`src/rtl/pc_fetch_unit_pkg.sv`:
```
`default_nettype none
// +----------------------------------------------------------------------------+
// | Module   : pc_fetch_unit_pkg                                               |
// | Brief    : PCSel encodings, NOP/JAL constants and fetch FSM state type.    |
// | Revision : 1.0                                                             |
// +----------------------------------------------------------------------------+
package pc_fetch_unit_pkg;

  localparam logic [1:0]  c_pcsel_pc4 = 2'b00;
  localparam logic [1:0]  c_pcsel_jal = 2'b01;
  localparam logic [1:0]  c_pcsel_br  = 2'b10;

  localparam logic [31:0] c_nop_instr = 32'h0000_0013;
  localparam logic [6:0]  c_opc_jal   = 7'b1101111;

  typedef enum logic [1:0] {
    ST_BOOT  = 2'd0,
    ST_RUN   = 2'd1,
    ST_STALL = 2'd2
  } fetch_state_t;

  // Fetch targets are always word aligned; low bits from the resolvers are ignored.
  function automatic logic [31:0] align_word(input logic [31:0] addr);
    return addr & 32'hFFFF_FFFC;
  endfunction

endpackage
`default_nettype wire

```
`src/rtl/pc_fetch_unit_instr_skid_reg.sv`:
```
`default_nettype none
// +----------------------------------------------------------------------------+
// | Module   : pc_fetch_unit_instr_skid_reg                                    |
// | Brief    : 32-bit instruction hold register with bypass mux to IMEM data.  |
// | Revision : 1.0                                                             |
// +----------------------------------------------------------------------------+
module pc_fetch_unit_instr_skid_reg
  import pc_fetch_unit_pkg::*;
(
  input  logic        clk,
  input  logic        rst,
  input  logic        capture,
  input  logic        use_held,
  input  logic [31:0] rdata,
  output logic [31:0] instr
);

  logic [31:0] r_held;

  always_ff @(posedge clk or posedge rst) begin
    if (rst) begin
      r_held <= c_nop_instr;
    end else if (capture) begin
      r_held <= rdata;
    end
  end

  assign instr = use_held ? r_held : rdata;

endmodule
`default_nettype wire

```
`src/rtl/pc_fetch_unit.sv`:
```
`default_nettype none
// +----------------------------------------------------------------------------+
// | Module   : pc_fetch_unit                                                   |
// | Brief    : Fetch PC, synchronous IMEM read port and IF/ID outputs, with    |
// |            PCSel redirects and stall skid. FETCH_PERF_EN adds counters.    |
// | Revision : 1.0                                                             |
// +----------------------------------------------------------------------------+
module pc_fetch_unit
  import pc_fetch_unit_pkg::*;
#(
  parameter logic [31:0] RESET_PC = 32'h0000_2000,
  parameter int          IMEM_AW  = 14
) (
  input  logic               clk,
  input  logic               rst,
  input  logic               stall,
  input  logic [1:0]         pc_sel,
  input  logic [31:0]        jal_target,
  input  logic [31:0]        br_target,
  output logic               imem_en,
  output logic [IMEM_AW-1:0] imem_addr,
  input  logic [31:0]        imem_rdata,
  output logic [31:0]        pc_id,
  output logic [31:0]        instr_id,
  output logic               valid_id,
  output logic               is_jal_id,
  output logic               flush_id,
  output logic [31:0]        redirect_cnt,
  output logic [31:0]        stall_cnt
);

  fetch_state_t r_state;
  fetch_state_t w_state_next;
  logic [31:0]  r_pc_f;
  logic [31:0]  r_pc_id;
  logic         r_valid_id;
  logic [31:0]  w_pc_next;
  logic         w_redirect;
  logic         w_fetch;
  logic         w_capture;
  logic         w_use_held;
  logic         w_active;
  logic [31:0]  w_skid_instr;

  assign w_redirect = (pc_sel == c_pcsel_br) || (pc_sel == c_pcsel_jal);
  assign w_active   = (r_state != ST_BOOT);

  always_comb begin
    w_pc_next    = r_pc_f + 32'd4;
    w_state_next = r_state;
    w_fetch      = 1'b0;
    w_capture    = 1'b0;
    w_use_held   = 1'b0;

    case (pc_sel)
      c_pcsel_br:  w_pc_next = align_word(br_target);
      c_pcsel_jal: w_pc_next = align_word(jal_target);
      default:     ;
    endcase

    // A redirect always fetches, even under stall, and drops any held instruction.
    case (r_state)
      ST_BOOT: begin
        w_pc_next    = RESET_PC;
        w_fetch      = 1'b1;
        w_state_next = ST_RUN;
      end
      ST_RUN: begin
        if (w_redirect || !stall) begin
          w_fetch = 1'b1;
        end else begin
          w_capture    = 1'b1;
          w_state_next = ST_STALL;
        end
      end
      ST_STALL: begin
        w_use_held = 1'b1;
        if (w_redirect || !stall) begin
          w_fetch      = 1'b1;
          w_state_next = ST_RUN;
        end
      end
      default: w_state_next = ST_BOOT;
    endcase
  end

  // pc_f tracks the address whose data sits on the IMEM output register.
  always_ff @(posedge clk or posedge rst) begin
    if (rst) begin
      r_state    <= ST_BOOT;
      r_pc_f     <= RESET_PC;
      r_pc_id    <= 32'd0;
      r_valid_id <= 1'b0;
    end else begin
      r_state <= w_state_next;
      if (w_fetch) begin
        r_pc_f     <= w_pc_next;
        r_pc_id    <= w_pc_next;
        r_valid_id <= 1'b1;
      end
    end
  end

  pc_fetch_unit_instr_skid_reg u_skid (
    .clk      (clk),
    .rst      (rst),
    .capture  (w_capture),
    .use_held (w_use_held),
    .rdata    (imem_rdata),
    .instr    (w_skid_instr)
  );

  assign imem_en   = w_fetch & ~rst;
  assign imem_addr = w_pc_next[IMEM_AW+1:2];
  assign pc_id     = r_pc_id;
  assign valid_id  = r_valid_id;
  assign instr_id  = r_valid_id ? w_skid_instr : c_nop_instr;
  assign is_jal_id = r_valid_id && (instr_id[6:0] == c_opc_jal);
  assign flush_id  = (pc_sel != c_pcsel_pc4) && w_active;

`ifdef FETCH_PERF_EN
  logic [31:0] r_redirect_cnt;
  logic [31:0] r_stall_cnt;

  always_ff @(posedge clk or posedge rst) begin
    if (rst) begin
      r_redirect_cnt <= 32'd0;
      r_stall_cnt    <= 32'd0;
    end else if (w_active) begin
      if (pc_sel != c_pcsel_pc4) r_redirect_cnt <= r_redirect_cnt + 32'd1;
      if (stall)                 r_stall_cnt    <= r_stall_cnt + 32'd1;
    end
  end

  assign redirect_cnt = r_redirect_cnt;
  assign stall_cnt    = r_stall_cnt;
`else
  assign redirect_cnt = 32'd0;
  assign stall_cnt    = 32'd0;
`endif

endmodule
`default_nettype wire

```
`config.mk`:
```
export PLATFORM = sky130hd
export DESIGN_NAME = pc_fetch_unit
export DESIGN_NICKNAME = d
export VERILOG_FILES = /design/src/rtl/pc_fetch_unit_pkg.sv /design/src/rtl/pc_fetch_unit_instr_skid_reg.sv /design/src/rtl/pc_fetch_unit.sv
export SDC_FILE = /design/constraint.sdc
export NUM_CORES = 1
export LEC_CHECK = 0
export BUFFER_PORTS_ARGS = -buffer_cell sky130_fd_sc_hd__buf_2
export CAP_MARGIN = 25
export CORE_MARGIN = 5
export CORE_UTILIZATION = 36
export DETAILED_ROUTE_END_ITERATION = 10
export GPL_ROUTABILITY_DRIVEN = 0
export GPL_TIMING_DRIVEN = 0
export SETUP_SLACK_MARGIN = 0.15
export SLEW_MARGIN = 25
export SYNTH_ARGS = -nofsm -noshare
export SYNTH_HDL_FRONTEND = slang
export SYNTH_SLANG_ARGS = --single-unit
```
`constraint.sdc`:
```
create_clock -name clk -period 2.98 [get_ports clk]
set_input_delay 0.596 -clock clk [delete_from_list [all_inputs] [get_ports clk]]
set_output_delay 0.596 -clock clk [all_outputs]
set_load 0.03 [all_outputs]
```
# Word level (Yosys, flattened, before mapping)
# Cells that the tools add are included.
# word_totals
ff_bits,99
inputBits,101
out_inout_bits,146
wordCells,37
# op_classes
n_addsub,1
n_eq_ne,7
n_mux,12
bitwise,2
n_reduce_logical,10
# ops
operator,count
32-bit 2-to-1 mux,3
32-bit one-hot mux with 2 select lines,1
"32-bit by 3-bit adder with 32-bit output, second input constant",1
"7-bit == test, second input constant",1
2-bit one-hot mux with 3 select lines,1
"2-bit by 1-bit == test with 1-bit output, second input constant",2
"2-bit == test, second input constant",2
1-bit 2-to-1 mux,4
2-bit 2-to-1 mux,2
"2-bit inequality test, second input constant",2
2-bit nonzero test,2
1-bit logical AND,2
2-bit logical NOT,1
1-bit logical OR,2
1-bit one-hot mux with 2 select lines,1
2-bit AND reduction,1
2-bit OR reduction,1
1-bit bitwise AND,1
1-bit logical NOT,1
1-bit inverter,1

# Logic depth before layout (Yosys ltp)
# depth
ltp_word,6
mapped_depth,10
ltp_nobuf,7

# Cells and area by module
# A second synthesis with hierarchy kept.
# unflattened
cells_unflattened,586
area_unflattened_um2,5694.2
# modules_own_cells
mod,n_inst,cells_per_inst,area_per_inst_um2,seq_area_each_um2
pc_fetch_unit,1,481,3797.4,852.1
pc_fetch_unit_instr_skid_reg,1,105,1896.8,804.5

# Worst setup path after synthesis
# No wires, ideal clock.
# synth_timing
path_type,input -> output
startpoint,input pc_sel[0]
endpoint,output imem_en
t_arrival_ns,2.340
required_ns,2.384
slack_ns,0.044
path_stages,9
path_buffers,3
cell_sequence,inv_1 -> ha_1 -> buf_2 -> nand2b_1 -> a21oi_1 -> or2_2 -> buf_2 -> buf_1 -> nor2_1
# synth_between
elab_chain_len,6
word_cells_on_any_way,7
cone_classes,eq/ne (2); mux (2); bitwise (1); reduce/logical (2)
# synth_lines
element,line,text
from (decl),pc_fetch_unit.sv:17,"input logic [1:0] pc_sel,"
2-bit == test or 2-bit by 1-bit == test with 1-bit output (tied branches),pc_fetch_unit.sv:45,assign w_redirect = (pc_sel == c_pcsel_br) || (pc_sel == c_pcsel_jal);
1-bit logical OR *,pc_fetch_unit.sv:45,
1-bit logical OR *,"pc_fetch_unit.sv:69, pc_fetch_unit.sv:78",
1-bit 2-to-1 mux *,"pc_fetch_unit.sv:69, pc_fetch_unit.sv:78",
1-bit one-hot mux with 2 select lines *,pc_fetch_unit.sv:62,case (r_state)
1-bit bitwise AND *,pc_fetch_unit.sv:113,assign imem_en = w_fetch & ~rst;
to (decl),pc_fetch_unit.sv:20,"output logic imem_en,"
# Every way passes the cells marked *; elsewhere a longest branch is shown, timed or not.

# Worst setup path after layout
# layout_timing
startpoint,register r_pc_f[13]
endpoint,output imem_addr[13]
# layout_between
elab_chain_len,3
# layout_lines
element,line,text
from (decl),pc_fetch_unit.sv:34,logic [31:0] r_pc_f;
from (signal assigned),pc_fetch_unit.sv:97,r_pc_f <= w_pc_next;
32-bit by 3-bit adder with 32-bit output,pc_fetch_unit.sv:49,w_pc_next = r_pc_f + 32'd4;
32-bit one-hot mux with 2 select lines,pc_fetch_unit.sv:55,case (pc_sel)
32-bit 2-to-1 mux,pc_fetch_unit.sv:62,
to (decl),pc_fetch_unit.sv:21,"output logic [IMEM_AW-1:0] imem_addr,"
# Every way passes these cells.

==> summary.md <==
| Metric | Value |
|---|---|
| CTS buffer count | 9 |
| Top post-synthesis cells by count | buf_4, dfrtp_1, mux2_2, a21oi_1, mux2i_1 |
| Chip width | approximately 130 um |
| DP Area | 6680 um2 |
| Worst hold margin | 0.239 ns |
| Status | finished, final reports clean |
| Clk pin slew, worst setup/hold paths | roughly 0.06 ns |
| NetSw | roughly 0.003 W |
| Initial antenna violation count | 0 |
| Worst-Margin Slew | about 1.1 ns |
| Critical path peak fanout | 6 |
| Top_reg_cell synth | dfrtp_1 |
| Post-route ant nets | 0 |
| Area of the multi-input gates | ~2900 um2 |
| Gr usage total | about 18% |
| Vias in the first global route | 4834 |
| Fraction of layout cells with a size suffix above 1 | 48.9% |
| Syn avg cell area | 9.22 um2 |
| Hold/Removal Path Class | in2async |
| IO Port Bufs | roughly 180 |
| N_diodes | 0 |
| Clock root buffer | clkbuf_16 |
| Synth async-reset ratio | between 90% and 100% |
| Largest area contributor in the netlist | dfrtp_1 |
| Core area | 14500 um2 |
| Drt first pass iters | 5 |
| Drt wl/cell | approximately 15 um |
| Sw Ratio | 46.1% |
| Flop and latch count out of synthesis | 66 |
| Critical Path End Type | output port |
| Slew Limit Headroom | between 20% and 30% |
| Total die area | 17200 um2 |
| Power density over cell area | around 900 nW/um2 |
| Clock Tree Buf Depth | 2 |
| Max Cap Viol | 0 |
| Initial core utilization | a little over a third |
| Die H | around 130 um |
| Cell variety after synth | between 50 and 60 |
| Iter 0 DRT Violations | between 200 and 300 |
| HPWL after DPL | between 10000 and 15000 um |
| Synthesis-to-layout area growth | 36.1% |
| Vias per cell | ~4.7 |
| Endpoints failing setup | 0 |
| Pint | about 0.0035 W |
| VDD IR max | between 0.4 and 0.5 mV |
| Most frequent cell after synthesis | buf_4 |
| Routed vias | 4813 |
| Fill cells | around 1500 |
| Critical path class | reg2out |
| Final worst-path cycle share | 94.6% |
| H-tree depth | 3 |
| Site row count | between 40 and 50 |
| Highest Clock Rate | between 300 and 400 MHz |
| Clock power share | 15.6% |
| Overall power | approximately 0.0065 W |
| Fin util | 49.8% |
| DRC | 0 |
| LEAKAGE | 3.64 nW |
| Synth warnings | 0 |
| RSZ-0062 raised after global routing | yes |
| Gr ovfl total | 0 |
| Worst setup SP type | flip-flop |
| Clk_skew | 0.00729 ns |
| Period minus WS final | 2.82 ns |
| First-pass GRT wire length | about 25000 um |
| Ports | around 250 |
| Number of synthesized flops with an enable pin | 0 |
| Area share of the largest cell type after synthesis | 29.3% |
| WP data required | 2.38 ns |
| Nets | about 940 |
| Pin count of the biggest net entering global routing | 47 |
| Final Instance Area | between 7000 and 8000 um2 |
| Area contributors post-synth | dfrtp_1, buf_4, mux2_2 |
| Post-synthesis cell count | 574 |
| Seq. cell area | 1660 um2 |
| R2R setup slack | around 0.33 ns |
| Comb power frac | approximately 58% |
| CTS tree | built |
| Final wirelength | approximately 16000 um |
| Sequential share of power | 26.1% |
| Arrival @ worst endpoint | 2.22 ns |
| Netlist Area Pre-Place | 5290 um2 |
| Seq/Total Area, Yosys | ~31% |
| Worst-skew pair later-pin latency | roughly 0.34 ns |
| Max Transition Viols Final | 0 |
| Clk sink count | 66 |
| Hold Vio Cnt, Final | 0 |
-- metrics by stage --
step | worst slack, ns | TNS [ns] | instances
3_3_place_gp | -0.552 | -29.42 | 999
6_report | 0.161 | 0 | 1023
5_1_grt | 0.0745 | 0 | 1023
4_1_cts | 0.138 | 0 | 1018
3_5_place_dp | -0.524 | -4.16 | 1000
2_1_floorplan | 0.172 | 0 | 639
-- placed cells by master, fill, tap and decap left out, types with 14 or more instances in the layout --
cell / instances
conb_1: 66
a21oi_1: 32
dfrtp_1: 59
nor2b_1: 31
buf_4: 126
a22oi_1: 14
nand2_1: 29
mux2_2: 39
inv_1: 16
mux2i_1: 33
o21ai_0: 22
buf_2: 178
-- final timing paths --
kind,from,endpoint,depth (start not counted)
worst max-delay path,r_pc_f[13]$_DFFE_PP1P_,imem_addr[13],6
worst min-delay path,rst,u_skid.r_held[23]$_DFFE_PP0P_,2
worst max register to register,r_state[0]$_DFFE_PP0P_,r_pc_f[21]$_DFFE_PP0P_,7
worst min register to register,u_skid.r_held[31]$_DFFE_PP0P_,u_skid.r_held[31]$_DFFE_PP0P_,1
max in group asynchronous,rst,u_skid.r_held[0]$_DFFE_PP1P_,3
min in group clk,u_skid.r_held[31]$_DFFE_PP0P_,u_skid.r_held[31]$_DFFE_PP0P_,1
-- layer usage --
layer | track usage [%] | routed length [um] | up-vias
li1 | - | - | 2391
met1 | 23.5 | 6950 | 2241
met2 | 28.2 | 7360 | 163
met3 | 4.32 | 993 | 18
met4 | 6.00 | 237 | 0
met5 | 0 | 0 | -
-- timing repair --
item	in CTS	in global routing
setup endpoints to repair	43	28
setup buffers	3	5
pin swaps	0	3
endpoints found under the hold margin	0	0
resized for setup	46	28
hold buffers	0	0
-- power by group through the flow --
| stage | Combinational (W) | Sequential (W) | Clock, W |
|---|---|---|---|
| floorplan | 0.00280 | 0.00161 | 0 |
| global placement | 0.00365 | 0.00168 | 0 |
| detailed placement | 0.00367 | 0.00170 | 0 |
| CTS | 0.00374 | 0.00169 | 0.00105 |
| global route | 0.00412 | 0.00176 | 0.00108 |
| finish | 0.00380 | 0.00170 | 0.00102 |
-- kinds of logic (layout without fill, tap and decap cells) --
family,Yosys count,after routing,synth area share (%)
XOR/XNOR,14,14,2.32
AND/OR/NAND/NOR,129,129,14.6
AO/OA/AOI/OAI,124,124,15.8
other,1,66,0.0709
buffers and inverters,159,359,19.2
adder cells (fa/ha/maj),9,9,2.13
multiplexers,72,72,14.5
flip-flops,66,66,31.3
-- worst max-delay path: stages (launching register included) --
cell and delay, ns:
dfstp_2 0.61, nand4_4 0.17, nor4_2 0.50, xnor2_1 0.12, a21boi_0 0.19, buf_4 0.13
buf_2 0.18
-- sequential cells by signal (all words and copies together), names as in the netlist --
| name | cells |
|---|---|
| pc_id | 1 |
| r_pc_f | 30 |
| r_state | 2 |
| u_skid.r_held | 32 |
| valid_id | 1 |
-- area by class of cell --
class / instances / share of cell area (%)
buffer: 140 / 14.4
clock buffer: 12 / 3.56
clock inverter: 4 / 0.365
tap: 184 / 3.20
inverter: 18 / 1.04
multi-input combinational: 414 / 40.8
timing repair buffer: 185 / 13.6
sequential: 66 / 23.0
(Power assumes the default switching activity.)
